**src/rtl/multi_key_generator.sv**
```systemverilog
// rtl/multi_key_generator.sv - round-robin key sweep feeding NUM_CH RC4 decrypt channels
//
// Sweeps keys KEY_LOWER..KEY_UPPER in ascending order. Each key goes to one idle channel,
// chosen round-robin. The sweep stops on the first valid plaintext, or once the key space
// is exhausted and every channel is idle again.
//
// Ports:
//   clk         rising-edge clock
//   reset       synchronous, active-low
//   start       level; begins a sweep from IDLE, must drop to leave DONE
//   req         per-channel: core idle, wants a key
//   found       per-channel pulse: core's current key decrypted validly
//   grant       one-hot, one cycle: key is valid for that channel
//   key         key being granted (valid while grant != 0)
//   finished    sweep ended (found or exhausted)
//   terminated  sweep ended with no key found
//   found_ch    winning channel index
//   found_key   last key granted to found_ch
//
// Optional feature macro: KEYGEN_STATS_EN adds keys_issued / sweep_cycles counters.

module multi_key_generator #(
    parameter int              KEY_W     = 24,
    parameter logic [KEY_W-1:0] KEY_LOWER = '0,
    parameter logic [KEY_W-1:0] KEY_UPPER = 24'h3FFFFF,
    parameter int              NUM_CH    = 4,
    localparam int             CH_W      = (NUM_CH > 1) ? $clog2(NUM_CH) : 1
) (
    input  logic              clk,
    input  logic              reset,
    input  logic              start,
    input  logic [NUM_CH-1:0] req,
    input  logic [NUM_CH-1:0] found,
    output logic [NUM_CH-1:0] grant,
    output logic [KEY_W-1:0]  key,
    output logic              finished,
    output logic              terminated,
    output logic [CH_W-1:0]   found_ch,
    output logic [KEY_W-1:0]  found_key
`ifdef KEYGEN_STATS_EN
    ,
    output logic [KEY_W:0]    keys_issued,
    output logic [31:0]       sweep_cycles
`endif
);

    if (KEY_UPPER < KEY_LOWER) begin : g_bad_key_range
        $error("multi_key_generator: KEY_UPPER must not be below KEY_LOWER");
    end
    if (NUM_CH < 1 || NUM_CH > 16) begin : g_bad_num_ch
        $error("multi_key_generator: NUM_CH must be in 1..16");
    end

    typedef enum logic [1:0] {
        S_IDLE,
        S_RUN,
        S_DRAIN,
        S_DONE
    } state_t;

    state_t             state_q, state_d;
    logic [NUM_CH-1:0]  grant_q, grant_d;
    logic [KEY_W-1:0]   key_q, key_d;
    logic               finished_q, finished_d;
    logic               terminated_q, terminated_d;
    logic [CH_W-1:0]    found_ch_q, found_ch_d;
    logic [KEY_W-1:0]   found_key_q, found_key_d;
    logic [KEY_W-1:0]   next_key_q, next_key_d;
    logic [CH_W-1:0]    rr_ptr_q, rr_ptr_d;
    logic [KEY_W-1:0]   keyreg_q [NUM_CH];
    logic [KEY_W-1:0]   keyreg_d [NUM_CH];
    logic [NUM_CH-1:0]  valid_q, valid_d;

    // The channel granted last cycle is masked so it has a cycle to drop req.
    logic [NUM_CH-1:0]  eligible;
    logic [NUM_CH-1:0]  found_eff;
    logic               pick_vld;
    logic [CH_W-1:0]    pick_idx;
    logic               hi_vld;
    logic [CH_W-1:0]    hi_idx;
    logic [CH_W-1:0]    lo_idx;
    logic               fnd_vld;
    logic [CH_W-1:0]    fnd_idx;
    logic [KEY_W-1:0]   fnd_key;

    assign eligible  = req & ~grant_q;
    // Channels never granted in this sweep have no key to report.
    assign found_eff = found & valid_q;

    // Round-robin: lowest eligible index at or above rr_ptr, else lowest eligible overall.
    always_comb begin
        hi_vld = 1'b0;
        hi_idx = '0;
        lo_idx = '0;
        for (int j = NUM_CH - 1; j >= 0; j--) begin
            if (eligible[j]) begin
                lo_idx = CH_W'(j);
                if (CH_W'(j) >= rr_ptr_q) begin
                    hi_vld = 1'b1;
                    hi_idx = CH_W'(j);
                end
            end
        end
        pick_vld = |eligible;
        pick_idx = hi_vld ? hi_idx : lo_idx;
    end

    // Lowest-index found channel wins. A found cycle never issues a grant, so the
    // key register already holds the last key handed to that channel.
    always_comb begin
        fnd_idx = '0;
        fnd_key = '0;
        for (int j = NUM_CH - 1; j >= 0; j--) begin
            if (found_eff[j]) begin
                fnd_idx = CH_W'(j);
                fnd_key = keyreg_q[j];
            end
        end
        fnd_vld = |found_eff;
    end

    always_comb begin
        state_d      = state_q;
        grant_d      = '0;
        key_d        = key_q;
        finished_d   = finished_q;
        terminated_d = terminated_q;
        found_ch_d   = found_ch_q;
        found_key_d  = found_key_q;
        next_key_d   = next_key_q;
        rr_ptr_d     = rr_ptr_q;
        keyreg_d     = keyreg_q;
        valid_d      = valid_q;

        case (state_q)
            S_IDLE: begin
                if (start) begin
                    state_d      = S_RUN;
                    next_key_d   = KEY_LOWER;
                    rr_ptr_d     = '0;
                    finished_d   = 1'b0;
                    terminated_d = 1'b0;
                    valid_d      = '0;
                end
            end
            S_RUN: begin
                if (fnd_vld) begin
                    state_d      = S_DONE;
                    finished_d   = 1'b1;
                    terminated_d = 1'b0;
                    found_ch_d   = fnd_idx;
                    found_key_d  = fnd_key;
                end else if (pick_vld) begin
                    for (int j = 0; j < NUM_CH; j++) begin
                        if (pick_idx == CH_W'(j)) begin
                            grant_d[j]  = 1'b1;
                            valid_d[j]  = 1'b1;
                            keyreg_d[j] = next_key_q;
                        end
                    end
                    key_d      = next_key_q;
                    // May wrap to 0 when KEY_UPPER is all-ones; that value is never issued.
                    next_key_d = next_key_q + KEY_W'(1);
                    rr_ptr_d   = (pick_idx == CH_W'(NUM_CH - 1)) ? '0 : pick_idx + CH_W'(1);
                    if (next_key_q == KEY_UPPER) begin
                        state_d = S_DRAIN;
                    end
                end
            end
            S_DRAIN: begin
                if (fnd_vld) begin
                    state_d      = S_DONE;
                    finished_d   = 1'b1;
                    terminated_d = 1'b0;
                    found_ch_d   = fnd_idx;
                    found_key_d  = fnd_key;
                end else if (&req) begin
                    state_d      = S_DONE;
                    finished_d   = 1'b1;
                    terminated_d = 1'b1;
                end
            end
            S_DONE: begin
                if (!start) begin
                    state_d = S_IDLE;
                end
            end
            default: state_d = S_IDLE;
        endcase
    end

    always_ff @(posedge clk) begin
        if (!reset) begin
            state_q      <= S_IDLE;
            grant_q      <= '0;
            key_q        <= '0;
            finished_q   <= 1'b0;
            terminated_q <= 1'b0;
            found_ch_q   <= '0;
            found_key_q  <= '0;
            next_key_q   <= KEY_LOWER;
            rr_ptr_q     <= '0;
            valid_q      <= '0;
            for (int j = 0; j < NUM_CH; j++) begin
                keyreg_q[j] <= '0;
            end
        end else begin
            state_q      <= state_d;
            grant_q      <= grant_d;
            key_q        <= key_d;
            finished_q   <= finished_d;
            terminated_q <= terminated_d;
            found_ch_q   <= found_ch_d;
            found_key_q  <= found_key_d;
            next_key_q   <= next_key_d;
            rr_ptr_q     <= rr_ptr_d;
            valid_q      <= valid_d;
            keyreg_q     <= keyreg_d;
        end
    end

    assign grant      = grant_q;
    assign key        = key_q;
    assign finished   = finished_q;
    assign terminated = terminated_q;
    assign found_ch   = found_ch_q;
    assign found_key  = found_key_q;

`ifdef KEYGEN_STATS_EN
    logic [KEY_W:0] keys_issued_q, keys_issued_d;
    logic [31:0]    sweep_cycles_q, sweep_cycles_d;

    always_comb begin
        keys_issued_d  = keys_issued_q;
        sweep_cycles_d = sweep_cycles_q;
        if (state_q == S_IDLE && start) begin
            keys_issued_d  = '0;
            sweep_cycles_d = '0;
        end else begin
            if (grant_d != '0 && keys_issued_q != '1) begin
                keys_issued_d = keys_issued_q + (KEY_W + 1)'(1);
            end
            if ((state_q == S_RUN || state_q == S_DRAIN) && sweep_cycles_q != '1) begin
                sweep_cycles_d = sweep_cycles_q + 32'd1;
            end
        end
    end

    always_ff @(posedge clk) begin
        if (!reset) begin
            keys_issued_q  <= '0;
            sweep_cycles_q <= '0;
        end else begin
            keys_issued_q  <= keys_issued_d;
            sweep_cycles_q <= sweep_cycles_d;
        end
    end

    assign keys_issued  = keys_issued_q;
    assign sweep_cycles = sweep_cycles_q;
`endif

endmodule

```
**config.mk**
```make
export PLATFORM = sky130hd
export DESIGN_NAME = multi_key_generator
export DESIGN_NICKNAME = d
export VERILOG_FILES = /design/src/rtl/multi_key_generator.sv
export SDC_FILE = /design/constraint.sdc
export NUM_CORES = 1
export LEC_CHECK = 0
export BUFFER_PORTS_ARGS = -buffer_cell sky130_fd_sc_hd__buf_2
export CAP_MARGIN = 0
export CORE_UTILIZATION = 59
export CTS_CLUSTER_SIZE = 14
export DETAILED_ROUTE_END_ITERATION = 7
export GPL_TIMING_DRIVEN = 0
export HOLD_SLACK_MARGIN = 0.1
export PLACE_DENSITY = 0.91
export RECOVER_POWER = 25
export SLEW_MARGIN = 10
export SYNTH_ARGS = -nofsm -noshare
export SYNTH_HDL_FRONTEND = slang
export SYNTH_SLANG_ARGS = --single-unit
```
**constraint.sdc**
```tcl
create_clock -name clk -period 3.3 [get_ports clk]
set_clock_uncertainty 0.1 [all_clocks]
set_input_delay 0.66 -clock clk [delete_from_list [all_inputs] [get_ports clk]]
set_output_delay 0.66 -clock clk [all_outputs]
set_load 0.01 [all_outputs]
```
==> flow_summary.yaml, run 1 <==
outcome:
  status: "finished clean"
cells_and_area:
  final_cell_mix: "dfxtp_1 (184), nor2_1 (138), mux2i_1 (130), clkbuf_1 (113), nand2_1 (52)"
  nNetsFinal: 945
  drive_gt1_frac: 0.07676
  final_area_sq_um: 8871
  syn_to_final_growth_pct: 13.06
  diodes: 0
  final_common_cell: "dfxtp_1"
min_path:
  hold_path_class: "register to register"
yosys:
  synth_warnings: 0
  ys_ff_latch: 184
  muxShareOfSynthArea: 0.1687
  yosysTopAreaCellShare: 0.4695
  synth_area_sq_um: 7846
  synth-seq-area-share: 0.4695
  yosysTopAreaCell: "dfxtp_1"
  async_reset_ff_frac: 0
  syn_inst: 841
  synth_xor_area_frac: 0
  synth_ff_type: "dfxtp_1"
  synth.area.top_cells: "dfxtp_1 (47%), mux2i_1 (17%), nor2_1 (6.6%)"
  synth_compound_area_frac: 0.1127
  postSynthAreaPerCell_sq_um: 9.330
  synth_simple_gate_area_frac: 0.1807
  synth_top_family_by_area: "simple AND/OR/NAND/NOR gates"
  synth_edf_count: 0
  synth-adder-area-share: 0.01435
  yosysUniqueCellTypes: 56
  syn-num-nets: 861
grt:
  antenna_found_initial: 0
  grt_max_degree: 17
  grt_first_pass_wirelength_mm: 32.23
  gr-total-overflow: 0
  grt_usage: 0.2977
  grt_pass1_vias: 6291
floorplan:
  die_w_microns: 117.3
  die_h_microns: 117.3
  start_util: 0.6143
  rows: 41
  core-area_sq_um: 12770
  dieArea_sq_um: 13760
  io_pins: 67
cts:
  clk_latency_ns: 0.45
  ctsLongestPathBuffers: 2
  post_cts_buffers: 0
  numCtsBuffers: 17
  cts_resized: 0
  cts_tree: "yes"
  root_buffer: "clkbuf_16"
  cts_hold_buf: 0
  clkTransAtPathRegs_ns: 0.07
  clock-sinks: 184
  htree_levels: 4
critical_path:
  path_buf_inv: 6
  path_class: "register to register"
  crit_chain: "inv_1 > ha_1 > clkbuf_1 > inv_1 > or4b_1 > clkbuf_1 > nor3b_1 > buf_4 > buf_6 > mux2i_1 > nor2_1"
  cp.arrival_ns: 3.27
  crit_slowest_cell: "or4b_1"
  worstPathRequired_ns: 3.51
  critPathMaxStageDelay_ns: 0.52
  crit_fanout: 10
  end_kind: "register"
  worst_path_dominant_cell_family: "buffers and inverters"
  startpoint_type: "register"
drt:
  met1_length_mm: 8.403
  via_count: 6739
  top_layer_used: "met4"
  vias_per_cell: 6.071
  wl_per_cell_microns: 18.42
  met3_length_mm: 1.987
  post-route-drc-count: 0
  routed-wl-met2_mm: 9.380
  drtPass1Iterations: 5
  drt-total-wl_mm: 20.45
  ant_nets: 0
  drt-initial-drc-count: 825
timing:
  max_slew_margin: 0.3575
  worst_slew_pin_slew_ns: 0.9557
  setup_viol_count_final: 0
  fin_setup_tns_ns: 0
  min_period_ns: 3.056
  hold_viol: 0
  fin_hold_ws_ns: 0.3526
  min_period_over_period: 0.9260
  rsz0062_at_grt: "false"
  fmax_ghz: 0.3272
  drv_slew: 0
placed_design:
  io_buffers: 65
  placed_area_sq_um: 8387
  hpwl_mm: 13.69
  place.gp.congestion: 0.9081
run:
  drv_cap: 0
power:
  ir_worst_vdd_uv: 396.7
  p_leak_nw: 3.045
  finalPower_mw: 5.515
  p_per_area_nw_per_um2: 621.7
[worst reg2reg max path: cells and delay by family, from the launching register on]
family	cells	cell delay [ns]
AND/OR/NAND/NOR	3	0.87
adder cells (fa/ha/maj)	1	0.14
flip-flops	1	0.36
multiplexers	1	0.25
buffers and inverters	6	1.21
[per-stage QoR]
stage / utilization / instances / setup slack (ns)
after global placement: 0.6566 / 1078 / 0.05713
after CTS: 0.7000 / 1110 / 0.3043
after global routing: 0.6945 / 1110 / 0.1158
after floorplan: - / 841 / 0.6259
after detailed placement: 0.6566 / 1078 / 0.0009401
final: 0.6945 / 1110 / 0.2442
[routing by layer]
metal,track usage,up-vias
li1,-,3137
met2,0.4745,383
met5,0,-
met4,0.1494,0
met3,0.07004,60
met1,0.3762,3159
[sequential cells by signal, summed over array words and instances, names as in the netlist]
signal	cells
finished	1
grant	4
key	24
keyreg_q	96
found_key	24
state_q	2
next_key_q	24
terminated	1
valid_q	4
rr_ptr_q	2
found_ch	2
[where the power goes]
group	leakage (nW)	total, mW	switching, mW	internal, mW
clock network	0.267	1.94	0.898	1.04
logic	1.30	1.25	0.813	0.437
registers	1.48	2.33	0.0537	2.27
total	3.04	5.51	1.76	3.75
[Yosys cell counts (all sizes together) (8+ instances only)]
cell / instances
nand3: 10
clkbuf: 56
or4: 8
o21ai: 12
nand2: 52
a21oi: 46
or3: 30
buf: 23
o22ai: 25
nor2: 139
a221oi: 24
nand4: 11
ha: 9
mux2i: 130
nand2b: 8
dfxtp: 184
[path summary, 6_finish.rpt]
check | start | endpoint | slack [ns] | cells past startpoint
setup / recovery | state_q[1]$_SDFFE_PN0P_ | keyreg_q[94]$_SDFFE_PN0P_ | 0.24 | 11
hold / removal | found_key[8]$_SDFFE_PN0P_ | found_key[8]$_SDFFE_PN0P_ | 0.35 | 2
setup reg to reg | state_q[1]$_SDFFE_PN0P_ | keyreg_q[94]$_SDFFE_PN0P_ | 0.24 | 11
hold reg to reg | found_key[8]$_SDFFE_PN0P_ | found_key[8]$_SDFFE_PN0P_ | 0.35 | 2
[final cells by class]
type | instances | area, sq um
Fill cell | 945 | 3902
Multi-Input combinational cell | 571 | 3739
Sequential cell | 184 | 3684
Clock buffer | 18 | 429.2
Buffer | 79 | 397.9
Timing Repair Buffer | 65 | 255.2
Tap cell | 172 | 215.2
Clock inverter | 14 | 125.1
Inverter | 7 | 26.28
[cell families after synthesis]
kind of cell	after synthesis
simple gates	294
flops	184
compound gates	136
mux	132
buf+inv	86
fa+ha+maj	9
No activity file was read; power rests on OpenSTA's default activity.
==> run 2, diff against run 1 <==
- CAP_MARGIN: 0 -> 20
- CORE_UTILIZATION: 59 -> 54
- PLACE_DENSITY: 0.91 -> 0.88
- clock period: 3.3 -> 2.5 ns (I/O delays scaled with it)
==> flow_summary.yaml, run 2 (same netlist as run 1, synthesis figures left out) <==
outcome:
  status: "complete, but fails checks"
  failed_checks: "setup timing"
cells_and_area:
  final_area_sq_um: 9276
  largest_reg_flops: 96
  final_cells: 1131
  regMostFlops: "keyreg_q"
  syn_to_final_growth_pct: 18.23
  final_core_utilization: 0.6606
  nNetsFinal: 959
  drive_gt1_frac: 0.1356
  final_common_cell: "dfxtp_1"
  diodes: 0
  final_cell_mix: "dfxtp_1 (178), nor2_1 (137), mux2i_1 (126), clkbuf_1 (101), nand2_1 (51)"
  num-fill-cells: 1043
min_path:
  holdPathStages: 2
  hold_end: "found_key[8]$_SDFFE_PN0P_"
  min_from: "found_key[8]$_SDFFE_PN0P_"
  hold_path_class: "register to register"
grt:
  grt_max_degree: 17
  grt_pass1_vias: 6450
  antenna_found_initial: 0
  grt_first_pass_wirelength_mm: 33.31
  grt_usage: 0.2925
  gr-total-overflow: 0
timing:
  setup_viol_count_final: 1
  min_period_over_period: 1.049
  worst_slew_pin_slew_ns: 0.8241
  drv_slew: 0
  setup_slack_ns: -0.1216
  rsz0062_at_grt: "true"
  fin_hold_ws_ns: 0.3533
  fmax_ghz: 0.3814
  max_slew_margin: 0.4455
  hold_viol: 0
  min_period_ns: 2.622
critical_path:
  path_class: "register to register"
  cp.arrival_ns: 2.87
  worstPathRequired_ns: 2.74
  crit_fanout: 10
  end_kind: "register"
  worst_path_dominant_cell_family: "multiplexers"
  path_buf_inv: 2
  crit_chain: "inv_1 > ha_2 > mux2i_2 > clkbuf_1 > o21ai_0 > a21oi_1"
  startpoint_type: "register"
  r2r_end: "next_key_q[1]$_SDFFE_PN0P_"
  reg2reg_from: "state_q[0]$_SDFFE_PN0P_"
  critPathMaxStageDelay_ns: 0.63
  rrSetupSlack_ns: -0.12
  reg2regPathDepth: 6
  crit_slowest_cell: "mux2i_2"
floorplan:
  core-area_sq_um: 14040
  die_w_microns: 122.5
  dieArea_sq_um: 15020
  io_pins: 67
  start_util: 0.5588
  rows: 43
  die_h_microns: 122.5
cts:
  clkTransAtPathRegs_ns: 0.06
  numCtsBuffers: 17
  clk_latency_ns: 0.44
  htree_levels: 4
  root_buffer: "clkbuf_16"
  ctsLongestPathBuffers: 2
  clock-sinks: 184
  cts_tree: "yes"
placed_design:
  placed_area_sq_um: 8398
  dp.cells: 1086
  hpwl_mm: 13.96
  io_buffers: 65
  place.gp.congestion: 0.9244
drt:
  wl_per_cell_microns: 19.40
  post-route-drc-count: 0
  drt-total-wl_mm: 21.94
  drt-initial-drc-count: 839
  ant_nets: 0
  drtPass1Iterations: 6
  via_count: 6986
  vias_per_cell: 6.177
power:
  finalPower_mw: 7.818
  p_per_area_nw_per_um2: 842.7
  ir_worst_vdd_uv: 499.2
  p_leak_nw: 3.248
run:
  drv_cap: 0
[run 2: cell types whose count changed in the layout (fill, tap and decap cells not counted), moves of 5 or more]
cell / change
clkbuf_1: -12
clkbuf_2: +6
buf_4: +20
dfxtp_1: -6
dfxtp_2: +5
[run 2: worst min-delay path, delay by kind of cell, from the launching register on]
kind,cells,cell delay [ns]
DFF,1,0.31
and+or+nand+nor,1,0.05
AOI/OAI and AO/OA,1,0.05
[run 2: layout make-up]
class	count	area [sq um]	share of cell area
Clock buffer	22	464.2	0.05004
Tap cell	180	225.2	0.02428
Timing Repair Buffer	85	401.6	0.04330
Sequential cell	184	3694	0.3982
Inverter	7	26.28	0.002832
Multi-Input combinational cell	571	3875	0.4177
Clock inverter	9	147.6	0.01592
Buffer	73	442.9	0.04775
[run 2: per-layer routing]
metal / vias to the layer above / track usage / share of wire
li1: 3166 / - / -
met1: 3311 / 0.3699 / 0.40
met2: 429 / 0.4666 / 0.47
met3: 80 / 0.07249 / 0.087
met4: 0 / 0.1387 / 0.036
met5: - / 0 / 0
[run 2: report_power, final]
| part | internal [mW] | switching, mW | leakage [nW] |
|---|---|---|---|
| Clock | 1.71 | 1.11 | 0.300 |
| Combinational | 0.724 | 1.19 | 1.46 |
| Sequential | 3.00 | 0.0836 | 1.49 |
| Total | 5.44 | 2.38 | 3.25 |
[run 2: how the worst max path moves through the flow]
stage	from	to	slack, ns	depth (start not counted)
CTS	grant[2]$_SDFF_PP0_	keyreg_q[81]$_SDFFE_PN0P_	0.002	10
finish	state_q[0]$_SDFFE_PN0P_	next_key_q[1]$_SDFFE_PN0P_	-0.12	6
floorplan	found[1]	keyreg_q[3]$_SDFFE_PN0P_	0.008	9
global placement	found[1]	found_key[5]$_SDFFE_PN0P_	-0.59	9
global route	state_q[0]$_SDFFE_PN0P_	next_key_q[1]$_SDFFE_PN0P_	-0.14	6
detailed placement	found[1]	found_key[22]$_SDFFE_PN0P_	-0.63	9
[run 2: repair_timing]
action	CTS	global route
resized for setup	23	48
pin swaps	1	2
endpoints found under the setup margin	176	146
hold buffers	0	0
setup buffers	8	12
[run 2: through the flow]
| stage | setup TNS, ns | worst slack (ns) |
|---|---|---|
| 3_3_place_gp | -63.14 | -0.5851 |
| 6_report | -0.1216 | -0.1216 |
| 3_5_place_dp | -72.69 | -0.6274 |
| 2_1_floorplan | 0 | 0.007995 |
| 4_1_cts | 0 | 0.002172 |
| 5_1_grt | -0.2006 | -0.1350 |
